## config.mk

```make
export PLATFORM = sky130hd
export DESIGN_NAME = sort_stream_flat
export DESIGN_NICKNAME = d
export VERILOG_FILES = /design/src/rtl/sort_stream_if.sv /design/src/rtl/sort_stream.sv /design/src/flat_wrapper.sv
export SDC_FILE = /design/constraint.sdc
export NUM_CORES = 1
export LEC_CHECK = 0
export BUFFER_PORTS_ARGS = -buffer_cell sky130_fd_sc_hd__buf_2
export CORE_MARGIN = 5
export CORE_UTILIZATION = 40
export DETAILED_ROUTE_END_ITERATION = 10
export GPL_TIMING_DRIVEN = 0
export PLACE_DENSITY_LB_ADDON = 0.3
export SYNTH_ARGS = -nofsm -noshare
export SYNTH_HDL_FRONTEND = slang
export SYNTH_SLANG_ARGS = --single-unit
export TNS_END_PERCENT = 1
```

## constraint.sdc

```tcl
create_clock -name clk -period 5.25 [get_ports clk]
set_clock_uncertainty 0.05 [all_clocks]
set_input_delay 0.525 -clock clk [delete_from_list [all_inputs] [get_ports clk]]
set_output_delay 0.525 -clock clk [all_outputs]
set_load 0.03 [all_outputs]
```

## src/rtl/sort_stream_if.sv

```systemverilog
// Handshake bundle for sort_stream: sample input, sorted output and status flags.
// out_idx is present only when SORTSTREAM_INDEX_EN is defined.
interface sort_stream_if #(
    parameter int W = 8,
    parameter int N = 4
);
    logic [W-1:0]         in_data;
    logic                 in_valid;
    logic                 in_ready;
    logic                 desc;
    logic [W-1:0]         out_data;
    logic                 out_valid;
    logic                 out_ready;
    logic                 out_last;
    logic                 busy;
`ifdef SORTSTREAM_INDEX_EN
    logic [$clog2(N)-1:0] out_idx;
`endif

    modport slave (
        input  in_data, in_valid, desc, out_ready,
        output in_ready, out_data, out_valid, out_last, busy
`ifdef SORTSTREAM_INDEX_EN
        , output out_idx
`endif
    );

    modport master (
        output in_data, in_valid, desc, out_ready,
        input  in_ready, out_data, out_valid, out_last, busy
`ifdef SORTSTREAM_INDEX_EN
        , input out_idx
`endif
    );
endinterface

```

## src/rtl/sort_stream.sv

```systemverilog
// Streaming N-entry sorter: load a frame, odd-even transposition sort (one pass per clock), stream out.
// Define SORTSTREAM_INDEX_EN to carry each sample's arrival index alongside it onto out_idx.
module sort_stream #(
    parameter int W = 8,
    parameter int N = 4
) (
    input  logic          clk,
    input  logic          reset,
    sort_stream_if.slave  bus
);
    localparam int            IW   = $clog2(N);
    localparam logic [IW-1:0] LAST = IW'(N - 1);

    typedef enum logic [1:0] {LOAD, SORT, OUT} state_t;

    state_t        state_q, state_d;
    logic [IW-1:0] cnt_q, cnt_d;
    logic [IW-1:0] rd_q, rd_d;
    logic [IW-1:0] pass_q, pass_d;
    logic          desc_q, desc_d;
    logic [W-1:0]  data_q [N];
    logic [W-1:0]  data_d [N];
`ifdef SORTSTREAM_INDEX_EN
    logic [IW-1:0] idx_q [N];
    logic [IW-1:0] idx_d [N];
`endif

    always_ff @(posedge clk or posedge reset) begin
        if (reset) begin
            state_q <= LOAD;
            cnt_q   <= '0;
            rd_q    <= '0;
            pass_q  <= '0;
            desc_q  <= 1'b0;
            for (int i = 0; i < N; i++) begin
                data_q[i] <= '0;
`ifdef SORTSTREAM_INDEX_EN
                idx_q[i]  <= '0;
`endif
            end
        end else begin
            state_q <= state_d;
            cnt_q   <= cnt_d;
            rd_q    <= rd_d;
            pass_q  <= pass_d;
            desc_q  <= desc_d;
            data_q  <= data_d;
`ifdef SORTSTREAM_INDEX_EN
            idx_q   <= idx_d;
`endif
        end
    end

    always_comb begin
        state_d = state_q;
        cnt_d   = cnt_q;
        rd_d    = rd_q;
        pass_d  = pass_q;
        desc_d  = desc_q;
        data_d  = data_q;
`ifdef SORTSTREAM_INDEX_EN
        idx_d   = idx_q;
`endif
        unique case (state_q)
            LOAD: begin
                if (bus.in_valid) begin
                    data_d[cnt_q] = bus.in_data;
`ifdef SORTSTREAM_INDEX_EN
                    idx_d[cnt_q]  = cnt_q;
`endif
                    if (cnt_q == LAST) begin
                        desc_d  = bus.desc;
                        cnt_d   = '0;
                        pass_d  = '0;
                        state_d = SORT;
                    end else begin
                        cnt_d = cnt_q + 1'b1;
                    end
                end
            end
            SORT: begin
                // Pairs in one pass are disjoint, so every swap reads the pre-pass contents.
                for (int i = 0; i < N - 1; i++) begin
                    if (i[0] == pass_q[0]) begin
                        if (desc_q ? (data_q[i] < data_q[i+1]) : (data_q[i] > data_q[i+1])) begin
                            data_d[i]   = data_q[i+1];
                            data_d[i+1] = data_q[i];
`ifdef SORTSTREAM_INDEX_EN
                            idx_d[i]    = idx_q[i+1];
                            idx_d[i+1]  = idx_q[i];
`endif
                        end
                    end
                end
                if (pass_q == LAST) begin
                    rd_d    = '0;
                    state_d = OUT;
                end else begin
                    pass_d = pass_q + 1'b1;
                end
            end
            OUT: begin
                if (bus.out_ready) begin
                    if (rd_q == LAST) begin
                        rd_d    = '0;
                        state_d = LOAD;
                    end else begin
                        rd_d = rd_q + 1'b1;
                    end
                end
            end
            default: state_d = LOAD;
        endcase
    end

    assign bus.in_ready  = (state_q == LOAD) && !reset;
    assign bus.out_valid = (state_q == OUT);
    assign bus.out_data  = data_q[rd_q];
    assign bus.out_last  = (state_q == OUT) && (rd_q == LAST);
    assign bus.busy      = (state_q != LOAD);
`ifdef SORTSTREAM_INDEX_EN
    assign bus.out_idx   = idx_q[rd_q];
`endif
endmodule

```

## src/flat_wrapper.sv

```systemverilog
// flat-port wrapper written by rule: the top's interface ports become plain ports
module sort_stream_flat 
#(
    parameter int W = 8,
    parameter int N = 4
)
  (clk, reset, bus_in_data, bus_in_valid, bus_desc, bus_out_ready, bus_in_ready, bus_out_data, bus_out_valid, bus_out_last, bus_busy);
  sort_stream_if #(.W(W), .N(N)) bus_i ();
  input  logic clk;
  input  logic reset;
  input wire logic [$bits(bus_i.in_data)-1:0] bus_in_data;
  input wire logic [$bits(bus_i.in_valid)-1:0] bus_in_valid;
  input wire logic [$bits(bus_i.desc)-1:0] bus_desc;
  input wire logic [$bits(bus_i.out_ready)-1:0] bus_out_ready;
  output wire logic [$bits(bus_i.in_ready)-1:0] bus_in_ready;
  output wire logic [$bits(bus_i.out_data)-1:0] bus_out_data;
  output wire logic [$bits(bus_i.out_valid)-1:0] bus_out_valid;
  output wire logic [$bits(bus_i.out_last)-1:0] bus_out_last;
  output wire logic [$bits(bus_i.busy)-1:0] bus_busy;
  assign bus_i.in_data = bus_in_data;
  assign bus_i.in_valid = bus_in_valid;
  assign bus_i.desc = bus_desc;
  assign bus_i.out_ready = bus_out_ready;
  assign bus_in_ready = bus_i.in_ready;
  assign bus_out_data = bus_i.out_data;
  assign bus_out_valid = bus_i.out_valid;
  assign bus_out_last = bus_i.out_last;
  assign bus_busy = bus_i.busy;
  sort_stream #(.W(W), .N(N)) u_core (.clk(clk), .reset(reset), .bus(bus_i));
endmodule
```

### Yosys cells after proc, flatten, opt, wreduce, memory -nomap -nowiden

Index checks and enable logic that the tools add are counted.

| word-level totals | value |
|---|---|
| register bits | 41 |
| logic and storage cells | 85 |

| cells by class | value |
|---|---|
| equality and inequality tests | 14 |
| reductions and logical operators | 16 |
| muxes and demuxes | 32 |
| add/sub/neg operators | 3 |
| magnitude comparators | 9 |
| bitwise logic cells | 2 |

Operators with widths:

| kind | count |
|---|---|
| $mux 16 | 6 |
| $pmux 32 s2 | 1 |
| $bwmux 32 | 1 |
| $mux 32 | 1 |
| $gt 8x8->1 | 3 |
| $lt 8x8->1 | 3 |
| $mux 2 | 12 |
| $mux 8 | 3 |
| $bmux 8 s2 | 1 |
| $demux 8 s2 | 1 |
| $reduce_and 4->1 | 3 |
| $ne 2x1->1 const B | 5 |
| $eq 2x2->1 const B | 4 |
| $ne 2x2->1 const B | 4 |
| $pmux 2 s2 | 2 |
| $add 2x1->2 const B | 3 |
| $ge 3x3->1 const B | 2 |
| $not 2->3 | 2 |
| $pmux 2 s3 | 1 |
| $reduce_and 3->1 | 2 |
| $reduce_bool 2->1 | 3 |
| $reduce_and 5->1 | 1 |
| $reduce_and 2->1 | 2 |
| $logic_and 1x1->1 | 3 |
| other kinds (5) | 7 |

### Depth between registers and ports, before layout

| depth | value |
|---|---|
| depth after elaboration | 9 |
| depth in mapped cells | 10 |
| mapped depth without buffers | 9 |

### Least setup slack after synthesis

No wires, ideal clock.

| timing | value |
|---|---|
| kind | register to register |
| start point | reg u_core.data_q[19] in the netlist's numbering |
| end point | reg u_core.data_q[17] in the netlist's numbering |
| stages on the path, launching flop included | 9 |
| slack | 2.876 ns |
| buffers on the path | 0 |
| data arrival time | 2.201 ns |
| setup time | 0.123 ns |
| cell sequence | dfrtp_1 > inv_1 > ha_1 > a21oi_1 > a21oi_4 > o221ai_4 > a2bb2oi_4 > mux2_4 > o221a_1 |

| on the way | value |
|---|---|
| cells in the longest elaborated chain, start to end | 7 |
| elaborated cells between the ends (all ways) | 11 |

Ends and longest elaborated chain:

| item | line | RTL |
|---|---|---|
| start, declared | sort_stream.sv:21 | `logic [W-1:0] data_q [N];` |
| start signal, assigned | sort_stream.sv:47 | `data_q <= data_d;` |
| $gt 8x8->1 or $lt 8x8->1 (tied branches) | sort_stream.sv:85 | `if (desc_q ? (data_q[i] < data_q[i+1]) : (data_q[i] > data_q[i+1])) begin` |
| $mux 1 | sort_stream.sv:85 |  |
| $mux 16 | sort_stream.sv:85 |  |
| $mux 16 | sort_stream.sv:84 | `if (i[0] == pass_q[0]) begin` |
| $mux 16 | sort_stream.sv:85 |  |
| $mux 16 * | sort_stream.sv:84 |  |
| $pmux 32 s2 * | sort_stream.sv:64 | `unique case (state_q)` |

Every way passes the cells marked *; elsewhere a longest branch is shown, timed or not. The select of a mux whose other input is x is not followed.
A chain may end at the register's enable or synchronous reset.

### Worst setup path after layout

| timing | value |
|---|---|
| start point | reg u_core.data_q[9] in the netlist's numbering |
| end point | reg u_core.data_q[20] in the netlist's numbering |

| on the way | value |
|---|---|
| cells in the longest elaborated chain, start to end | 5 |
| elaborated cells between the ends (all ways) | 6 |

Ends and longest elaborated chain:

| item | line |
|---|---|
| $gt 8x8->1 or $lt 8x8->1 (tied branches) | sort_stream.sv:85 |
| $mux 1 * | sort_stream.sv:85 |
| $mux 16 * | sort_stream.sv:85 |
| $mux 16 * | sort_stream.sv:84 |
| $pmux 32 s2 * | sort_stream.sv:64 |

Every way passes the cells marked *; elsewhere a longest branch is shown, timed or not.

==> run_results.csv <==
group,metric,value,unit
synthesis,yosys-top-cells-area,"dfrtp_1 (31%), ha_1 (11%), mux4_2 (5.5%)",
worst_setup_path,required,5380,ps
sta,fin_crit_sh,0.528,
global_routing,gr-total-overflow,0,
clock_network,tritoncts,"yes",
clock_network,clk_path_buf_depth,2,
global_routing,grt_max_degree,37,
sta,rsz0062_at_grt,"false",
final_layout,fin_util,0.453,
synthesis,syn_area,3300,um2
clock_network,clock_latency,290,ps
worst_setup_path,crit_buf_inv,1,
global_routing,grt_first_pass_wirelength,13800,um
worst_setup_path,worstSetupPathType,"register to register",
synthesis,ys_seq_elements,41,
clock_network,post_cts.repair.setup_buffers,0,
worst_setup_path,path_cells,"inv_1 -> ha_1 -> nor2b_1 -> o211ai_1 -> a21oi_1 -> nor3_2 -> mux2i_2 -> nand2_1 -> o221a_1",
worst_setup_path,critical_path.slowest_cell,"dfrtp_1",
placement,dp_cells,459,
detailed_routing,antenna_left,0,
placement,gp_congestion,0.905,
final_layout,layout_commonest_cell,"dfrtp_1",
detailed_routing,wire_per_inst,17.6,um
worst_setup_path,crit_arrival,2900,ps
clock_network,hold_buffers,0,
hold_path,hold_class,"input pin to asynchronous set/reset pin",
sta,fmaxAchievable,361,MHz
floorplan,start_util,0.405,
worst_setup_path,cp_top_family,"simple AND/OR/NAND/NOR gates",
worst_setup_path,max_stage_delay,490,ps
floorplan,die_x,101,um
sta,maxSlewHeadroom,0.513,
synthesis,synth_cells,329,
detailed_routing,via_per_inst,5.75,
floorplan,fp-row-count,33,
worst_setup_path,critPathLaunchType,"register",
floorplan,core_area,8130,um2
synthesis,avgSynthCellArea,10.0,um2
final_layout,antennaDiodeCount,0,
sta,final_hold_viol_count,0,
sta,setup_viol,0,
final_layout,post_layout_nonfiller_instances,467,
synthesis,synth_top_area_cell,"dfrtp_1",
power_and_ir_drop,ir_worst_vdd,0.000225,V
synthesis,synthArstFlopShare,1.00,
sta,worstMarginPinSlew,730,ps
detailed_routing,first_pass_iters,4,
sta,setup_tns,0,ps
synthesis,ys.flop_type,"dfrtp_1",
floorplan,die_area,10200,um2
sta,timing.final.crit_period,2770,ps
clock_network,root_buffer,"clkbuf_8",
final_layout,drive_gt1_frac,0.199,
clock_network,htree_levels,2,
clock_network,cts_resized,0,
clock_network,clkSlewWorstSetupHoldPaths,80,ps
final_layout,final_cell_mix,"dfrtp_1 (41), inv_1 (31), ha_1 (30)",
placement,dpl.hpwl,6510,um
floorplan,die_y,101,um
detailed_routing,drt_wl_total,8230,um
power_and_ir_drop,p_per_area,763,nW/um2
synthesis,synth_nets,372,
final_layout,fin_area,3680,um2
floorplan,io_pins,25,
placement,io_buffers,24,
placement,post_dp_cell_area,3570,um2
detailed_routing,drc,0,
synthesis,yosysSeqAreaShare,0.311,
clock_network,cts_sinks,41,
final_layout,syn2layout_area_growth,11.8,%
power_and_ir_drop,p_leak,1.66,nW
detailed_routing,drt-initial-drc-count,131,
synthesis,yosysUniqueCellTypes,53,
global_routing,grt_pass1_vias,2708,
worst_setup_path,path_max_fanout,10,
synthesis,ys_warn_count,0,
run_status,status,"completed",
final_layout,finish.net_count,404,
global_routing,antenna_found_initial,0,
synthesis,synth_top_area_frac,0.311,
clock_network,cts_made_buffers,5,
global_routing,groute.usage.overall,0.170,
flow_run,max_cap_violations,0,
synthesis,synth_edf_count,0,
sta,final_max_slew_viol_count,0,
worst_setup_path,cp-end-kind,"register",
detailed_routing,vias,2687,
-- power breakdown --
group / internal, mW / total (mW) / switching (mW)
Clock: 0.155 / 0.266 / 0.111
Combinational: 0.831 / 1.85 / 1.01
Sequential: 0.474 / 0.701 / 0.227
-- worst reg2reg max path, cell delays in order, from the launching register on --
cell and delay [ps]:
dfrtp_1 490, inv_1 80, ha_1 310, nor2b_1 130, o211ai_1 160, a21oi_1 110
nor3_2 220, mux2i_2 490, nand2_1 310, o221a_1 310
-- cells in the mapped netlist (2+ instances only) --
library cell   n
mux2_2         4
o21ai_0       11
clkbuf_8       2
nor2_1        16
nor3_1        19
o221a_1        6
ha_1          30
clkbuf_2       2
nand2b_1       2
nor2b_1        6
buf_1          3
o32ai_1        8
a21oi_1       11
buf_2          2
and2_1         2
o31ai_1        9
inv_1         32
nand2_1       19
a22o_1         9
mux2i_1       13
a22oi_1        9
o21a_1         2
o211ai_1      10
a21oi_2        2
mux2_4         6
a21o_1         9
dfrtp_1       41
mux4_2         8
clkbuf_1       5
and3_1         4
nand4_1        5
-- cell families after synthesis --
family                     after synthesis  share of synthesized area
buffers and inverters                   49                     0.0683
muxes                                   32                      0.139
and+or+nand+nor                         78                      0.123
DFF                                     41                      0.311
adders and majority gates               30                      0.114
AOI/OAI and AO/OA                       99                      0.245
-- path summary, 6_finish.rpt --
kind | endpoint | depth (start not counted) | from | slack, ps
min reg2reg | u_core.pass_q[1]$_DFFE_PP0P_ | 1 | u_core.pass_q[1]$_DFFE_PP0P_ | 460
max in group asynchronous | u_core.data_q[6]$_DFFE_PP0P_ | 3 | reset | 4650
max | u_core.data_q[20]$_DFFE_PP0P_ | 9 | u_core.data_q[9]$_DFFE_PP0P_ | 2480
min | u_core.cnt_q[0]$_DFFE_PP0P_ | 2 | reset | 70
max reg2reg | u_core.data_q[20]$_DFFE_PP0P_ | 9 | u_core.data_q[9]$_DFFE_PP0P_ | 2480
min in group clk | u_core.desc_q$_DFFE_PP0P_ | 3 | bus_desc | 400
-- flip-flops by register name, summed over array words and instances (netlist names) --
register / flops
u_core.data_q: 32
u_core.cnt_q: 2
u_core.pass_q: 2
u_core.rd_q: 2
u_core.state_q: 2
u_core.desc_q: 1
-- routing by layer --
layer / GRT usage / vias to the layer above / routed length, um
met5: 0 / - / 0
met4: 0.0404 / 0 / 87
met3: 0.0180 / 5 / 297
met2: 0.287 / 52 / 4020
met1: 0.233 / 1326 / 3820
li1: - / 1304 / -
-- final cells by class --
type	instances	area (um2)
buffer	17	105
timing repair buffer	25	140
clock buffer	7	86.3
inverter	32	120
multi-input combinational	239	2050
tap	105	131
clock inverter	1	30.0
fill	766	4450
sequential	41	1030
-- stage by stage --
step / hold slack, ps / power (mW) / setup WS (ps)
6_report: 73.3 / 2.81 / 2480
2_1_floorplan: 420 / 2.12 / 2880
3_3_place_gp: 436 / 2.50 / 2540
4_1_cts: 66.6 / 2.83 / 2490
3_5_place_dp: 387 / 2.55 / 2510
5_1_grt: 72.8 / 3.05 / 2190
Power figures use the tool's default switching activity.
